## config.mk

```make
export PLATFORM = sky130hd
export DESIGN_NAME = regfile_dump_flat
export DESIGN_NICKNAME = d
export VERILOG_FILES = /design/src/rtl/regfile_dump_if.sv /design/src/rtl/regfile_dump.sv /design/src/flat_wrapper.sv
export SDC_FILE = /design/constraint.sdc
export NUM_CORES = 1
export LEC_CHECK = 0
export ABC_AREA = 1
export BUFFER_PORTS_ARGS = -buffer_cell sky130_fd_sc_hd__buf_2
export CAP_MARGIN = 15
export CORE_UTILIZATION = 30
export DETAILED_ROUTE_END_ITERATION = 10
export SYNTH_ARGS = -nofsm -noshare
export SYNTH_HDL_FRONTEND = slang
export SYNTH_SLANG_ARGS = --single-unit
```

## constraint.sdc

```tcl
create_clock -name clock -period 1.6 [get_ports clock]
set_input_delay 0.48 -clock clock [delete_from_list [all_inputs] [get_ports clock]]
set_output_delay 0.48 -clock clock [all_outputs]
set_load 0.1 [all_outputs]
```

## src/rtl/regfile_dump_if.sv

```systemverilog
// Signal bundle between the register-file dump engine and its surroundings:
// start/abort control, register-file read port A, and the tagged output stream.
interface regfile_dump_if #(
    parameter int ADDR_W = 5,
    parameter int DATA_W = 32
);
    logic              start;
    logic              abort;
    logic [ADDR_W-1:0] ra;
    logic [DATA_W-1:0] rd;
    logic              out_valid;
    logic              out_ready;
    logic [DATA_W-1:0] out_data;
    logic [ADDR_W-1:0] out_index;
    logic              out_last;
    logic              busy;
    logic              done;

    modport master (
        input  start, abort, rd, out_ready,
        output ra, out_valid, out_data, out_index, out_last, busy, done
    );

    modport slave (
        output start, abort, rd, out_ready,
        input  ra, out_valid, out_data, out_index, out_last, busy, done
    );
endinterface

```

## src/rtl/regfile_dump.sv

```systemverilog
// Debug read-out engine: walks read port A over registers 0..NUM_REGS-1 and
// streams each captured word with its index and a last flag over valid/ready.
module regfile_dump #(
    parameter int NUM_REGS = 32,
    parameter int ADDR_W   = 5,
    parameter int DATA_W   = 32
) (
    input  logic            clock,
    input  logic            reset,
    regfile_dump_if.master  bus
);
    localparam logic [ADDR_W-1:0] LAST_IDX = ADDR_W'(NUM_REGS - 1);

    typedef enum logic [1:0] {
        IDLE,
        READ,
        SEND
    } state_t;

    state_t            state_q, state_d;
    logic [ADDR_W-1:0] idx_q, idx_d;
    logic [DATA_W-1:0] outData_q, outData_d;
    logic [ADDR_W-1:0] outIndex_q, outIndex_d;
    logic              outLast_q, outLast_d;
    logic              outValid_q, outValid_d;
    logic              done_q, done_d;

    always_ff @(posedge clock or posedge reset) begin
        if (reset) begin
            state_q    <= IDLE;
            idx_q      <= '0;
            outData_q  <= '0;
            outIndex_q <= '0;
            outLast_q  <= 1'b0;
            outValid_q <= 1'b0;
            done_q     <= 1'b0;
        end else begin
            state_q    <= state_d;
            idx_q      <= idx_d;
            outData_q  <= outData_d;
            outIndex_q <= outIndex_d;
            outLast_q  <= outLast_d;
            outValid_q <= outValid_d;
            done_q     <= done_d;
        end
    end

    // Abort beats both a pending handshake and a start; the cancelled word is dropped.
    always_comb begin
        state_d    = state_q;
        idx_d      = idx_q;
        outData_d  = outData_q;
        outIndex_d = outIndex_q;
        outLast_d  = outLast_q;
        outValid_d = outValid_q;
        done_d     = 1'b0;

        case (state_q)
            IDLE: begin
                if (bus.start && !bus.abort) begin
                    state_d = READ;
                    idx_d   = '0;
                end
            end
            READ: begin
                if (bus.abort) begin
                    state_d    = IDLE;
                    idx_d      = '0;
                    outValid_d = 1'b0;
                end else begin
                    outData_d  = bus.rd;
                    outIndex_d = idx_q;
                    outLast_d  = (idx_q == LAST_IDX);
                    outValid_d = 1'b1;
                    state_d    = SEND;
                end
            end
            SEND: begin
                if (bus.abort) begin
                    state_d    = IDLE;
                    idx_d      = '0;
                    outValid_d = 1'b0;
                end else if (outValid_q && bus.out_ready) begin
                    outValid_d = 1'b0;
                    if (outLast_q) begin
                        state_d = IDLE;
                        idx_d   = '0;
                        done_d  = 1'b1;
                    end else begin
                        state_d = READ;
                        idx_d   = idx_q + 1'b1;
                    end
                end
            end
            default: begin
                state_d    = IDLE;
                idx_d      = '0;
                outValid_d = 1'b0;
            end
        endcase
    end

    // idx rests at 0 whenever the engine is idle, so it can drive the read address directly.
    assign bus.ra        = idx_q;
    assign bus.out_valid = outValid_q;
    assign bus.out_data  = outData_q;
    assign bus.out_index = outIndex_q;
    assign bus.out_last  = outLast_q;
    assign bus.busy      = (state_q != IDLE);
    assign bus.done      = done_q;
endmodule

```

## src/flat_wrapper.sv

```systemverilog
// flat-port wrapper written by rule: the top's interface ports become plain ports
module regfile_dump_flat 
#(
    parameter int NUM_REGS = 32,
    parameter int ADDR_W   = 5,
    parameter int DATA_W   = 32
)
  (clock, reset, bus_start, bus_abort, bus_rd, bus_out_ready, bus_ra, bus_out_valid, bus_out_data, bus_out_index, bus_out_last, bus_busy, bus_done);
  regfile_dump_if #(.ADDR_W(ADDR_W), .DATA_W(DATA_W)) bus_i ();
  input  logic clock;
  input  logic reset;
  input wire logic [$bits(bus_i.start)-1:0] bus_start;
  input wire logic [$bits(bus_i.abort)-1:0] bus_abort;
  input wire logic [$bits(bus_i.rd)-1:0] bus_rd;
  input wire logic [$bits(bus_i.out_ready)-1:0] bus_out_ready;
  output wire logic [$bits(bus_i.ra)-1:0] bus_ra;
  output wire logic [$bits(bus_i.out_valid)-1:0] bus_out_valid;
  output wire logic [$bits(bus_i.out_data)-1:0] bus_out_data;
  output wire logic [$bits(bus_i.out_index)-1:0] bus_out_index;
  output wire logic [$bits(bus_i.out_last)-1:0] bus_out_last;
  output wire logic [$bits(bus_i.busy)-1:0] bus_busy;
  output wire logic [$bits(bus_i.done)-1:0] bus_done;
  assign bus_i.start = bus_start;
  assign bus_i.abort = bus_abort;
  assign bus_i.rd = bus_rd;
  assign bus_i.out_ready = bus_out_ready;
  assign bus_ra = bus_i.ra;
  assign bus_out_valid = bus_i.out_valid;
  assign bus_out_data = bus_i.out_data;
  assign bus_out_index = bus_i.out_index;
  assign bus_out_last = bus_i.out_last;
  assign bus_busy = bus_i.busy;
  assign bus_done = bus_i.done;
  regfile_dump #(.NUM_REGS(NUM_REGS), .ADDR_W(ADDR_W), .DATA_W(DATA_W)) u_core (.clock(clock), .reset(reset), .bus(bus_i));
endmodule
```

==> results of run 1 <==
==> final timing paths <==
kind	startpoint	to	slack, ns
worst max-delay path	u_core.bus.out_index[3]	bus_out_index[3]	0.03
worst min-delay path	reset	u_core.bus.out_data[4]	0.21
worst max register to register	u_core.bus.ra[0]	u_core.bus.ra[4]	0.15
worst min register to register	u_core.bus.out_data[30]	u_core.bus.out_data[30]	0.48
max in group asynchronous	reset	u_core.state_q[1]	1.18
min in group clock	bus_rd[9]	u_core.bus.out_data[9]	0.41
==> cell type report <==
class                   count  area (sq um)
clock inverters             2          35.0
repair buffers             91           676
inverters                  45           173
clock buffers               6          82.6
multi-input cells         123           632
well taps                  77          96.3
fillers                   634          3540
flip-flops and latches     47          1180
==> Yosys cell counts, types with 2 or more instances <==
master / count / share of area
buf_6: 2 / 0.011
nor2_1: 7 / 0.013
nor2_2: 2 / 0.0062
buf_2: 5 / 0.012
inv_2: 2 / 0.0037
o21ai_2: 10 / 0.043
nand2_1: 56 / 0.10
nand3_1: 4 / 0.0099
nand2_2: 2 / 0.0062
inv_1: 43 / 0.080
nor3_1: 2 / 0.0049
nand3_2: 2 / 0.0099
nand4_1: 3 / 0.0093
o21ai_0: 29 / 0.072
dfrtp_1: 47 / 0.58
ha_1: 2 / 0.012
==> stage by stage <==
stage	setup slack [ns]	util	hold slack, ns	cells	cell area (sq um)
6_report	0.0307	0.448	0.205	391	2880
5_1_grt	0.000301	0.448	0.204	391	2880
4_1_cts	0.0000759	0.442	0.200	391	2840
3_5_place_dp	0.171	0.419	0.461	380	2690
3_3_place_gp	0.197	0.419	0.457	380	2690
2_1_floorplan	-0.0954	-	0.503	223	2040
==> state kept, by name, summed over array words and instances (netlist names) <==
signal                flops
u_core.bus.out_data      32
u_core.bus.done           1
u_core.bus.out_index      5
u_core.state_q            2
u_core.bus.out_last       1
u_core.bus.out_valid      1
u_core.bus.ra             5
==> timing repair <==
| action | in CTS | in global routing |
|---|---|---|
| gates resized for setup | 3 | 16 |
| pin swaps | 1 | 0 |
| hold buffers | 0 | 0 |
| buffers inserted | 3 | 0 |
| cloned | 0 | 0 |
| setup endpoints to repair | 1 | 16 |
==> cell families (layout without fill, tap and decap cells) <==
logic type	Yosys count	count (layout)
buf+inv	53	144
compound gates	41	41
fa+ha+maj	2	2
simple gates	80	80
flops	47	47
==> per-layer routing <==
layer	GRT usage	routed length (um)	up-vias
met5	0	0	-
met4	0.0376	53	0
met3	0.0374	258	5
met2	0.224	1940	51
met1	0.149	1850	756
li1	-	-	862
==> flow_metrics.py, run 1 <==
metrics = {
    "run_status": {
        "outcome": "complete, but fails checks",
        "violations": "DRC",
    },
    "route": {
        "first_iter_violations": 58,
        "route.detailed.wl_per_inst_um": 10.5,
        "wirelength_um": 4100,
        "drt-vias-per-instance": 4.28,
        "route.antenna.remaining_nets": 0,
        "vias": 1674,
        "firstDrtPassIters": 7,
        "drc_errors": 12,
    },
    "logic_synthesis": {
        "synth_compound_area_frac": 0.120,
        "netlist_area_sq_um": 2030,
        "postSynthCellCount": 223,
        "ys_seq_elements": 47,
        "syn_avg_cell_area_sq_um": 9.09,
        "synth_top_flop_cell": "dfrtp_1",
        "syn-num-nets": 262,
        "muxShareOfSynthArea": 0,
        "synthSimpleGateAreaFrac": 0.177,
        "synthAdderAreaFrac": 0.0123,
        "synth_edf_count": 0,
        "synth_cell_types": 21,
        "yosysSeqAreaShare": 0.580,
        "synth_warnings": 0,
        "synth-xor-area-share": 0,
        "synthArstFlopShare": 1.00,
        "synth_top_family_by_area": "simple AND/OR/NAND/NOR gates",
    },
    "cts": {
        "cts_sinks": 47,
        "clock_latency_ns": 0.30,
        "cts_buffers": 5,
        "path_clk_slew_ns": 0.09,
        "max-clock-path-buffers": 2,
        "htree_levels": 2,
        "root_buffer": "clkbuf_8",
        "cts_tree": "done",
    },
    "final_layout": {
        "final_nets": 352,
        "area_growth_pct": 42.0,
        "layout_common_cells": "58 x buf_2, 56 x nand2_1, 41 x inv_1, 41 x dfrtp_1, 29 x o21ai_0",
        "layout_commonest_cell": "buf_2",
        "drive_gt1_frac": 0.404,
        "diodes": 0,
    },
    "sta": {
        "post-route-min-period_ns": 1.57,
        "relSlewSlack": 0.671,
        "final_max_slew_viol_count": 0,
        "rsz0062_at_grt": "no",
        "fin_skew_ns": 0.00709,
        "tightestPinTransition_ns": 0.497,
        "period_share": 0.981,
        "fmax_mhz": 637,
        "tns_ns": 0,
        "setup_viol_count_final": 0,
        "hold_viol": 0,
    },
    "critical_path": {
        "path_class": "flip-flop to primary output",
        "setup.worst_path.end_class": "primary output",
        "crit_slowest_cell": "buf_2",
        "path_cells": "buf_2",
        "crit_cells": 1,
        "crit_required_ns": 1.12,
        "slowest_delay_ns": 0.43,
        "ff2ff_path_depth": 8,
        "crit_family": "buffers and inverters",
        "startpoint_type": "flip-flop",
        "crit_fanout": 2,
        "path_buf_inv": 1,
        "cp_data_arrival_time_ns": 1.09,
    },
    "floorplanning": {
        "die_w_um": 84.2,
        "rows": 29,
        "num_io_pins": 83,
        "die_h_um": 84.2,
        "start_util": 0.316,
        "core_area_sq_um": 6420,
        "dieArea_sq_um": 7090,
    },
    "grt": {
        "grt_pass1_wl_um": 7090,
        "antenna_found_initial": 0,
        "grt_pass1_vias": 1584,
        "grt_usage": 0.127,
        "gr-total-overflow": 0,
        "grt_max_degree": 45,
    },
    "placement": {
        "gp_congestion": 0.761,
        "portBuffers": 82,
        "dp_hpwl_um": 3040,
    },
    "flow_run": {
        "cap_violations": 0,
    },
    "hold_path": {
        "hold_path_class": "input pin to async pin",
    },
}
Power of run 1 is not shown: default switching activity piles up to over one toggle a cycle in this logic, so the estimate is an artifact.
==> run 2, diff against run 1 <==
- HOLD_SLACK_MARGIN: not set -> 0.03
- SETUP_SLACK_MARGIN: not set -> 0.4
==> run 2 against run 1 <==
The run ends with DRC, setup timing left. Global-route usage up 1.9 points. Clock skew up 0.0032 ns. Core utilization up 20 points. Largest cell class is now buffers. Highest routed layer unchanged.
==> flow_metrics.py, run 2 (same netlist as run 1, synthesis figures left out) <==
metrics = {
    "final_layout": {
        "layout_common_cells": "50 x buf_12, 44 x dfrtp_2, 40 x inv_1",
        "final_nets": 381,
        "drive_gt1_frac": 0.734,
        "diodes": 0,
        "finalCoreUtilization": 0.644,
        "largest_register_ffs": 32,
        "layout_commonest_cell": "buf_12",
        "area_growth_pct": 104,
        "final_cells": 419,
    },
    "sta": {
        "fin_ws_ns": -0.00933,
        "fmax_mhz": 621,
        "post-route-min-period_ns": 1.61,
        "rsz0062_at_grt": "yes",
        "setup_viol_count_final": 1,
        "hold_viol": 0,
        "tns_ns": -0.00933,
        "tightestPinTransition_ns": 0.359,
        "fin_skew_ns": 0.0103,
        "relSlewSlack": 0.761,
        "final_max_slew_viol_count": 0,
        "period_share": 1.01,
    },
    "floorplanning": {
        "core_area_sq_um": 6420,
        "num_io_pins": 83,
        "dieArea_sq_um": 7090,
        "start_util": 0.316,
        "rows": 29,
        "die_w_um": 84.2,
        "die_h_um": 84.2,
    },
    "critical_path": {
        "crit_required_ns": 1.12,
        "crit_fanout": 2,
        "path_class": "flip-flop to primary output",
        "setup.worst_path.end_class": "primary output",
        "cp_data_arrival_time_ns": 1.13,
        "startpoint_type": "flip-flop",
    },
    "cts": {
        "clock_latency_ns": 0.30,
        "path_clk_slew_ns": 0.09,
        "cts_sinks": 47,
        "holdBufCountCts": 0,
        "max-clock-path-buffers": 2,
        "cts_buffers": 5,
        "cts_tree": "done",
        "htree_levels": 2,
        "root_buffer": "clkbuf_8",
    },
    "route": {
        "drc_errors": 14,
        "firstDrtPassIters": 7,
        "route.antenna.remaining_nets": 0,
        "vias": 1870,
        "route.detailed.wl_per_inst_um": 14.0,
        "first_iter_violations": 90,
        "drt-vias-per-instance": 4.46,
        "wirelength_um": 5880,
    },
    "run_status": {
        "outcome": "complete, but fails checks",
        "violations": "DRC, setup timing",
    },
    "placement": {
        "portBuffers": 82,
        "dp.cells": 379,
        "dp_hpwl_um": 3060,
        "gp_congestion": 0.791,
        "post-place-ws_ns": 0.131,
    },
    "grt": {
        "gr-total-overflow": 0,
        "grt_usage": 0.145,
        "grt_pass1_vias": 1780,
        "grt_max_degree": 32,
        "grt_pass1_wl_um": 8200,
        "antenna_found_initial": 0,
    },
    "hold_path": {
        "hold_path_class": "input pin to async pin",
    },
    "flow_run": {
        "cap_violations": 0,
    },
}
-- run 2: final cells by class --
class | instances | area [sq um]
Clock inverter | 1 | 30.0
Multi-Input combinational cell | 124 | 941
Fill cell | 497 | 2280
Sequential cell | 47 | 1240
Timing Repair Buffer | 119 | 1570
Clock buffer | 6 | 72.6
Inverter | 45 | 184
Tap cell | 77 | 96.3
-- run 2: per-layer routing --
| metal | part of all wire | track usage |
|---|---|---|
| met4 | 0.0053 | 0.0329 |
| met1 | 0.41 | 0.173 |
| met3 | 0.039 | 0.0344 |
| met5 | 0 | 0 |
| met2 | 0.55 | 0.266 |
-- run 2: what timing repair did --
item | 4_1_cts | 5_1_grt
gates cloned | 0 | 9
setup buffers | 14 | 10
setup endpoints to repair | 49 | 89
resized for setup | 182 | 83
pin swaps | 7 | 9
-- run 2: worst paths after layout --
kind	from	to	slack (ns)	depth (start not counted)
max in group asynchronous	reset	u_core.bus.out_valid	1.03	3
min in group clock	bus_rd[19]	u_core.bus.out_data[19]	0.39	3
worst min register to register	u_core.bus.out_data[26]	u_core.bus.out_data[26]	0.53	2
worst max-delay path	u_core.state_q[0]	bus_busy	-0.009	3
worst max register to register	u_core.bus.ra[1]	u_core.bus.ra[4]	0.16	8
worst min-delay path	reset	u_core.bus.out_data[20]	0.22	3
-- run 2: worst max-delay path: stages (launching register included) --
cell and delay (ns):
dfrtp_2 0.43, nor2_4 0.14, clkinvlp_4 0.09, buf_6 0.18
-- run 2: per-stage QoR --
| stage | instance area [sq um] | hold WS (ns) |
|---|---|---|
| 3_5_place_dp | 2760 | 0.473 |
| 4_1_cts | 3610 | 0.230 |
| 2_1_floorplan | 2120 | 0.502 |
| 6_report | 4140 | 0.222 |
| 3_3_place_gp | 2760 | 0.468 |
| 5_1_grt | 4140 | 0.251 |
Power of run 2 is left out for the same reason.
